$ cat config.mk
export PLATFORM = sky130hd
export DESIGN_NAME = sha2_block_sequencer
export DESIGN_NICKNAME = d
export VERILOG_FILES = /design/src/rtl/sha2_pkg.sv /design/src/rtl/sha2_word_mask.sv /design/src/rtl/sha2_block_sequencer.sv
export SDC_FILE = /design/constraint.sdc
export NUM_CORES = 1
export LEC_CHECK = 0
export BUFFER_PORTS_ARGS = -buffer_cell sky130_fd_sc_hd__buf_2
export CAP_MARGIN = 20
export CELL_PAD_IN_SITES_DETAIL_PLACEMENT = 1
export CELL_PAD_IN_SITES_GLOBAL_PLACEMENT = 1
export CORE_ASPECT_RATIO = 0.5
export CORE_MARGIN = 4
export CORE_UTILIZATION = 42
export CTS_BUF_LIST = sky130_fd_sc_hd__clkbuf_2
export CTS_CLUSTER_DIAMETER = 60
export DETAILED_ROUTE_END_ITERATION = 8
export PLACE_DENSITY = 0.88
export SLEW_MARGIN = 20
export SYNTH_ARGS = -nofsm -noshare
export SYNTH_HDL_FRONTEND = slang
export SYNTH_SLANG_ARGS = --single-unit
$ cat constraint.sdc
create_clock -name clk -period 10.1 [get_ports clk]
set_input_delay 2.02 -clock clk [delete_from_list [all_inputs] [get_ports clk]]
set_output_delay 2.02 -clock clk [all_outputs]
set_load 0.005 [all_outputs]
$ cat src/rtl/sha2_pkg.sv
// Shared definitions for the SHA-2 block sequencer slice.
//   block_size(mode) : message block size in bits for a digest variant
//   WPB              : words written per block
//   seq_state_e      : sequencer FSM states
//   PAD_*            : bit positions within the padding-unit control bus
package sha2_pkg;

    localparam int unsigned WPB = 16;

    // Padding-unit control bus bit positions.
    localparam int unsigned PAD_CLR     = 0;
    localparam int unsigned PAD_LOAD    = 1;
    localparam int unsigned PAD_START   = 2;
    localparam int unsigned PAD_LOADLEN = 3;

    typedef enum logic [2:0] {
        StIdle,
        StClr,
        StLenHi,
        StLenLo,
        StFill,
        StStart,
        StWait,
        StDone
    } seq_state_e;

    // SHA-384/512 use 1024-bit blocks; every other variant uses 512.
    function automatic int unsigned block_size(input int unsigned mode);
        return (mode == 384 || mode == 512) ? 1024 : 512;
    endfunction

endpackage

$ cat src/rtl/sha2_word_mask.sv
// Tail masking for the final, partially used message word.
// Ports:
//   bits_left : message bits still owed to the block (including this word)
//   data_in   : raw message word, MSB-first
//   data_out  : data_in with every bit past the end of the message cleared;
//               all zero when bits_left is zero
module sha2_word_mask #(
    parameter int unsigned WIDTH = 32
) (
    input  logic [2*WIDTH-1:0] bits_left,
    input  logic [WIDTH-1:0]   data_in,
    output logic [WIDTH-1:0]   data_out
);

    localparam logic [WIDTH-1:0]   ALL_ONES = '1;
    localparam logic [2*WIDTH-1:0] WIDTH_L  = (2*WIDTH)'(WIDTH);

    logic [WIDTH-1:0] keep_mask;

    always_comb begin
        keep_mask = ALL_ONES;
        // Keep only the top bits_left bits; a zero count clears the word.
        if (bits_left < WIDTH_L) begin
            keep_mask = ~(ALL_ONES >> bits_left);
        end
    end

    assign data_out = data_in & keep_mask;

endmodule

$ cat src/rtl/sha2_block_sequencer.sv
// Sequences one SHA-2 hash job through the padding unit and compression core.
// Ports:
//   clk, rst                : clock, asynchronous active-low reset
//   job_valid/job_ready     : job request handshake, message length on len_in
//   len_in                  : message length L in bits
//   msg_valid/ready/data    : message word stream, MSB-first
//   blk_we/blk_addr/blk_data: block buffer write port (registered writes)
//   pad_control/pad_ad      : padding-unit control {load_length,start,load,clear}
//                             and address (length half or word index)
//   core_start/core_done    : per-block start pulse and completion from the core
//   busy/hash_done          : job in progress, last block finished pulse
module sha2_block_sequencer
    import sha2_pkg::*;
#(
    parameter int unsigned WIDTH = 32,
    parameter int unsigned MODE  = 256
) (
    input  logic               clk,
    input  logic               rst,
    input  logic               job_valid,
    output logic               job_ready,
    input  logic [2*WIDTH-1:0] len_in,
    input  logic               msg_valid,
    output logic               msg_ready,
    input  logic [WIDTH-1:0]   msg_data,
    output logic               blk_we,
    output logic [4:0]         blk_addr,
    output logic [WIDTH-1:0]   blk_data,
    output logic [3:0]         pad_control,
    output logic [4:0]         pad_ad,
    output logic               core_start,
    input  logic               core_done,
    output logic               busy,
    output logic               hash_done
);

    localparam int unsigned BS     = block_size(MODE);
    localparam int unsigned BS_LOG = $clog2(BS);
    localparam int unsigned LW     = 2 * WIDTH;

    localparam logic [LW-1:0] WIDTH_L   = LW'(WIDTH);
    localparam logic [LW:0]   LEN_FIELD = (LW+1)'(LW);
    localparam logic [4:0]    IDX_END   = 5'(WPB);

    seq_state_e state_q, state_d;

    logic [LW-1:0]    len_q, len_d;
    logic [LW-1:0]    bits_left_q, bits_left_d;
    logic [LW-1:0]    blocks_left_q, blocks_left_d;
    // Next word index to accept; IDX_END means all words of the block are taken.
    logic [4:0]       idx_q, idx_d;
    logic             wr_q, wr_d;
    logic [3:0]       wr_addr_q, wr_addr_d;
    logic [WIDTH-1:0] wr_data_q, wr_data_d;

    logic [LW:0]      len_plus;
    logic [LW-1:0]    blocks_init;
    logic [WIDTH-1:0] masked_word;
    logic             fill_open;
    logic             word_take;

    // Blocks = floor((L + length field) / BS) + 1, one wider to avoid overflow.
    assign len_plus    = {1'b0, len_in} + LEN_FIELD;
    assign blocks_init = LW'(len_plus >> BS_LOG) + LW'(1);

    sha2_word_mask #(
        .WIDTH(WIDTH)
    ) u_word_mask (
        .bits_left(bits_left_q),
        .data_in  (msg_data),
        .data_out (masked_word)
    );

    // In FILL a slot is open until the last word of the block has been taken.
    assign fill_open = (state_q == StFill) && (idx_q != IDX_END);
    // Once the message is exhausted, zero words are taken without a handshake.
    assign word_take = fill_open && ((bits_left_q == '0) || msg_valid);

    always_comb begin
        state_d       = state_q;
        len_d         = len_q;
        bits_left_d   = bits_left_q;
        blocks_left_d = blocks_left_q;
        idx_d         = idx_q;
        wr_d          = 1'b0;
        wr_addr_d     = wr_addr_q;
        wr_data_d     = wr_data_q;

        unique case (state_q)
            StIdle: begin
                if (job_valid) begin
                    len_d         = len_in;
                    bits_left_d   = len_in;
                    blocks_left_d = blocks_init;
                    idx_d         = '0;
                    state_d       = StClr;
                end
            end
            StClr:   state_d = StLenHi;
            StLenHi: state_d = StLenLo;
            StLenLo: begin
                idx_d   = '0;
                state_d = StFill;
            end
            StFill: begin
                if (idx_q == IDX_END) begin
                    // Word 15's write is on the port this cycle.
                    state_d = StStart;
                end else if (word_take) begin
                    wr_d        = 1'b1;
                    wr_addr_d   = idx_q[3:0];
                    wr_data_d   = masked_word;
                    idx_d       = idx_q + 5'd1;
                    bits_left_d = (bits_left_q > WIDTH_L) ? bits_left_q - WIDTH_L : '0;
                end
            end
            StStart: begin
                blocks_left_d = blocks_left_q - LW'(1);
                state_d       = StWait;
            end
            StWait: begin
                if (core_done) begin
                    if (blocks_left_q != '0) begin
                        idx_d   = '0;
                        state_d = StFill;
                    end else begin
                        state_d = StDone;
                    end
                end
            end
            StDone:  state_d = StIdle;
            default: state_d = StIdle;
        endcase
    end

    always_ff @(posedge clk or negedge rst) begin
        if (!rst) begin
            state_q       <= StIdle;
            len_q         <= '0;
            bits_left_q   <= '0;
            blocks_left_q <= '0;
            idx_q         <= '0;
            wr_q          <= 1'b0;
            wr_addr_q     <= '0;
            wr_data_q     <= '0;
        end else begin
            state_q       <= state_d;
            len_q         <= len_d;
            bits_left_q   <= bits_left_d;
            blocks_left_q <= blocks_left_d;
            idx_q         <= idx_d;
            wr_q          <= wr_d;
            wr_addr_q     <= wr_addr_d;
            wr_data_q     <= wr_data_d;
        end
    end

    always_comb begin
        job_ready   = (state_q == StIdle);
        busy        = (state_q != StIdle);
        msg_ready   = fill_open && (bits_left_q != '0);
        core_start  = (state_q == StStart);
        hash_done   = (state_q == StDone);
        blk_we      = wr_q;
        blk_addr    = '0;
        blk_data    = '0;
        pad_control = '0;
        pad_ad      = '0;

        unique case (state_q)
            StClr: pad_control[PAD_CLR] = 1'b1;
            StLenHi: begin
                pad_control[PAD_LOADLEN] = 1'b1;
                pad_ad                   = 5'd0;
                blk_data                 = len_q[LW-1:WIDTH];
            end
            StLenLo: begin
                pad_control[PAD_LOADLEN] = 1'b1;
                pad_ad                   = 5'd1;
                blk_data                 = len_q[WIDTH-1:0];
            end
            StStart: pad_control[PAD_START] = 1'b1;
            default: ;
        endcase

        // Registered write of the word taken in the previous cycle.
        if (wr_q) begin
            pad_control[PAD_LOAD] = 1'b1;
            blk_addr              = {1'b0, wr_addr_q};
            pad_ad                = {1'b0, wr_addr_q};
            blk_data              = wr_data_q;
        end
    end

endmodule

==> metrics.yaml <==
run_status:
  status: "complete, no violations"
sta:
  fin_crit_sh_pct: 56.9
  relSlewSlack_pct: 26.7
  hold_viol_final: 0
  min_period_ps: 5750
  worstMarginPinSlew_ps: 1080
  drv_slew: 0
  rsz0062_at_grt: "false"
  skew_ps: 55.2
  setup_tns_ps: 0
  setup_viol: 0
  fin_ws_ps: 4350
  timing.fmax_mhz: 174
place:
  place_hpwl_um: 40100
  place.gp.congestion: 0.936
  portBuffers: 150
  post-place-ws_ps: 3870
  placed_cells: 2429
setup_path:
  start_kind: "flip-flop"
  reg2regPathDepth: 12
  required_ps: 8080
  critPathMaxFanout: 10
  cp-end-kind: "output pin"
  worstSetupPathType: "flip-flop to output pin"
  crit_arrival_ps: 3730
clock_tree:
  cts_buffers: 58
  cts_setup_buffers: 0
  insertion_delay_ps: 970
  cts_resized: 0
  ctsLongestPathBuffers: 3
  holdBufCountCts: 0
  cts_tree: "yes"
  path_clk_slew_ps: 120
  htree_levels: 2
  cts.root.buffer_cell: "clkbuf_2"
  cts.sinks: 237
logic_synthesis:
  yosys_warnings: 0
  synth_ff_type: "dfrtp_1"
  synth-seq-cells: 237
  syn-cell-area_sq_mm: 0.0150
  postSynthAreaPerCell_sq_um: 7.84
  yosys.cell_types.count: 77
  netlist_instances: 1912
  synth-seq-area-share_pct: 39.6
  synth_edf_count: 0
  synthArstFlopShare_pct: 100
floorplanning:
  num_rows: 48
  die_w_um: 275
  io_pins: 153
  coreArea_sq_mm: 0.0348
  dieHeight_um: 142
  dieArea_sq_mm: 0.0389
  start_util_pct: 43.0
global_route:
  grt.total_usage_pct: 28.1
  overflow: 0
  antenna_found_initial: 13
  grt_max_degree: 118
  grt_pass1_vias: 15459
  grt_pass1_wl_um: 87200
routing:
  vias_per_cell: 6.06
  drc: 0
  post_drt_wl_per_cell_um: 21.7
  drtIter0Drc: 1466
  ant_nets: 0
  vias: 15400
  routed_wirelength_um: 55200
  firstDrtPassIters: 5
flow_run:
  drv_cap: 0
power_and_ir_drop:
  ir_worst_vdd_mv: 0.115
  power.density_mw_per_mm2: 252
  power.total_w: 0.00417
  leakage_nw: 7.12
hold_path:
  hp-class: "flip-flop to flip-flop"
  hold_depth: 2
layout:
  layout_common_cells: "nand2_1, dfrtp_1, o21ai_0, buf_2, nor2_1"
  drive_above_1_share_pct: 14.3
  instances_no_fill: 2542
  nets: 2120
  mostFrequentLayoutCell: "nand2_1"
  area_growth_pct: 10.6
  post-route-util_pct: 47.6
==> metal layers <==
layer  vias up  track usage [%]  share of wire, %  routed length [um]
li1       7055                -                 -                   -
met3       138             7.10               8.8                4850
met2       566             42.6                44               24000
met5         -                0              0.17                  94
met4        14             8.18               2.8                1560
met1      7627             39.9                45               24600
==> logic make-up (layout without fill, tap and decap cells) <==
kind of cell,count (synthesis),in the layout,synth area share [%]
compound gates,480,480,18.8
simple gates,900,900,28.6
fa+ha+maj,6,6,0.484
mux,43,43,2.89
buf+inv,151,299,4.07
xor+xnor,94,94,5.49
other cells,1,8,0.0250
flops,237,237,39.6
==> critical path, stage by stage, from the launching register on <==
cell	delay [ps]
dfrtp_1	430
or4_1	590
nor3_1	350
nand4_1	360
nor4_2	440
buf_4	260
a211oi_1	120
buf_2	200
==> cells in the mapped netlist (10+ instances only) <==
library cell	n	area (sq um)
or4_1	24	180
nand2_1	401	1510
nand3_1	51	255
and2_1	28	175
nand4_1	25	156
inv_1	25	93.8
dfrtp_1	237	5930
a31oi_1	10	62.6
a22oi_1	30	225
a21oi_1	100	500
xnor2_1	48	420
o21ai_0	226	1130
xor2_1	46	403
mux2i_1	41	410
clkbuf_1	102	383
nor4_1	47	294
and3_1	16	100
a211oi_1	10	75.1
a32oi_1	10	87.6
nor3_1	73	365
nor2_1	134	503
o31ai_1	16	120
or3_1	27	169
nand2b_1	10	62.6
==> final cells by class <==
cell class,instances,area [sq um]
Multi-Input combinational cell,1525,8490
Clock buffer,84,420
Tap cell,475,594
Sequential cell,237,5930
Clock inverter,23,150
Inverter,27,101
Timing Repair Buffer,165,873
Antenna cell,6,15.0
Fill cell,4397,18300
==> flip-flops by register name, indices dropped and copies added, names as in the netlist <==
register	flops
state_q	3
blk_we	1
bits_left_q	64
blocks_left_q	64
idx_q	5
wr_data_q	32
len_q	64
wr_addr_q	4
==> metrics by stage <==
step | hold slack, ps | cell area (sq um)
after global placement | 449 | 16000
final | 483 | 16600
after CTS | 489 | 16500
after global routing | 509 | 16600
after floorplan | 438 | 15000
after detailed placement | 462 | 16000
==> path summary, 6_finish.rpt <==
path | start | endpoint | slack (ps)
max in group asynchronous | rst | blocks_left_q[38] | 7530
worst min register to register | wr_addr_q[1] | wr_addr_q[1] | 480
worst max register to register | bits_left_q[34] | bits_left_q[23] | 5300
worst max-delay path | bits_left_q[34] | msg_ready | 4350
min in group asynchronous | rst | bits_left_q[12] | 1080
worst min-delay path | wr_addr_q[1] | wr_addr_q[1] | 480
==> power by group <==
group	total (W)	internal [W]	switching (W)	leakage [nW]
clock	0.000727	0.000278	0.000449	0.424
combinational	0.00171	0.000594	0.00112	3.76
sequential	0.00173	0.00136	0.000372	2.93
(Power assumes the default switching activity.)
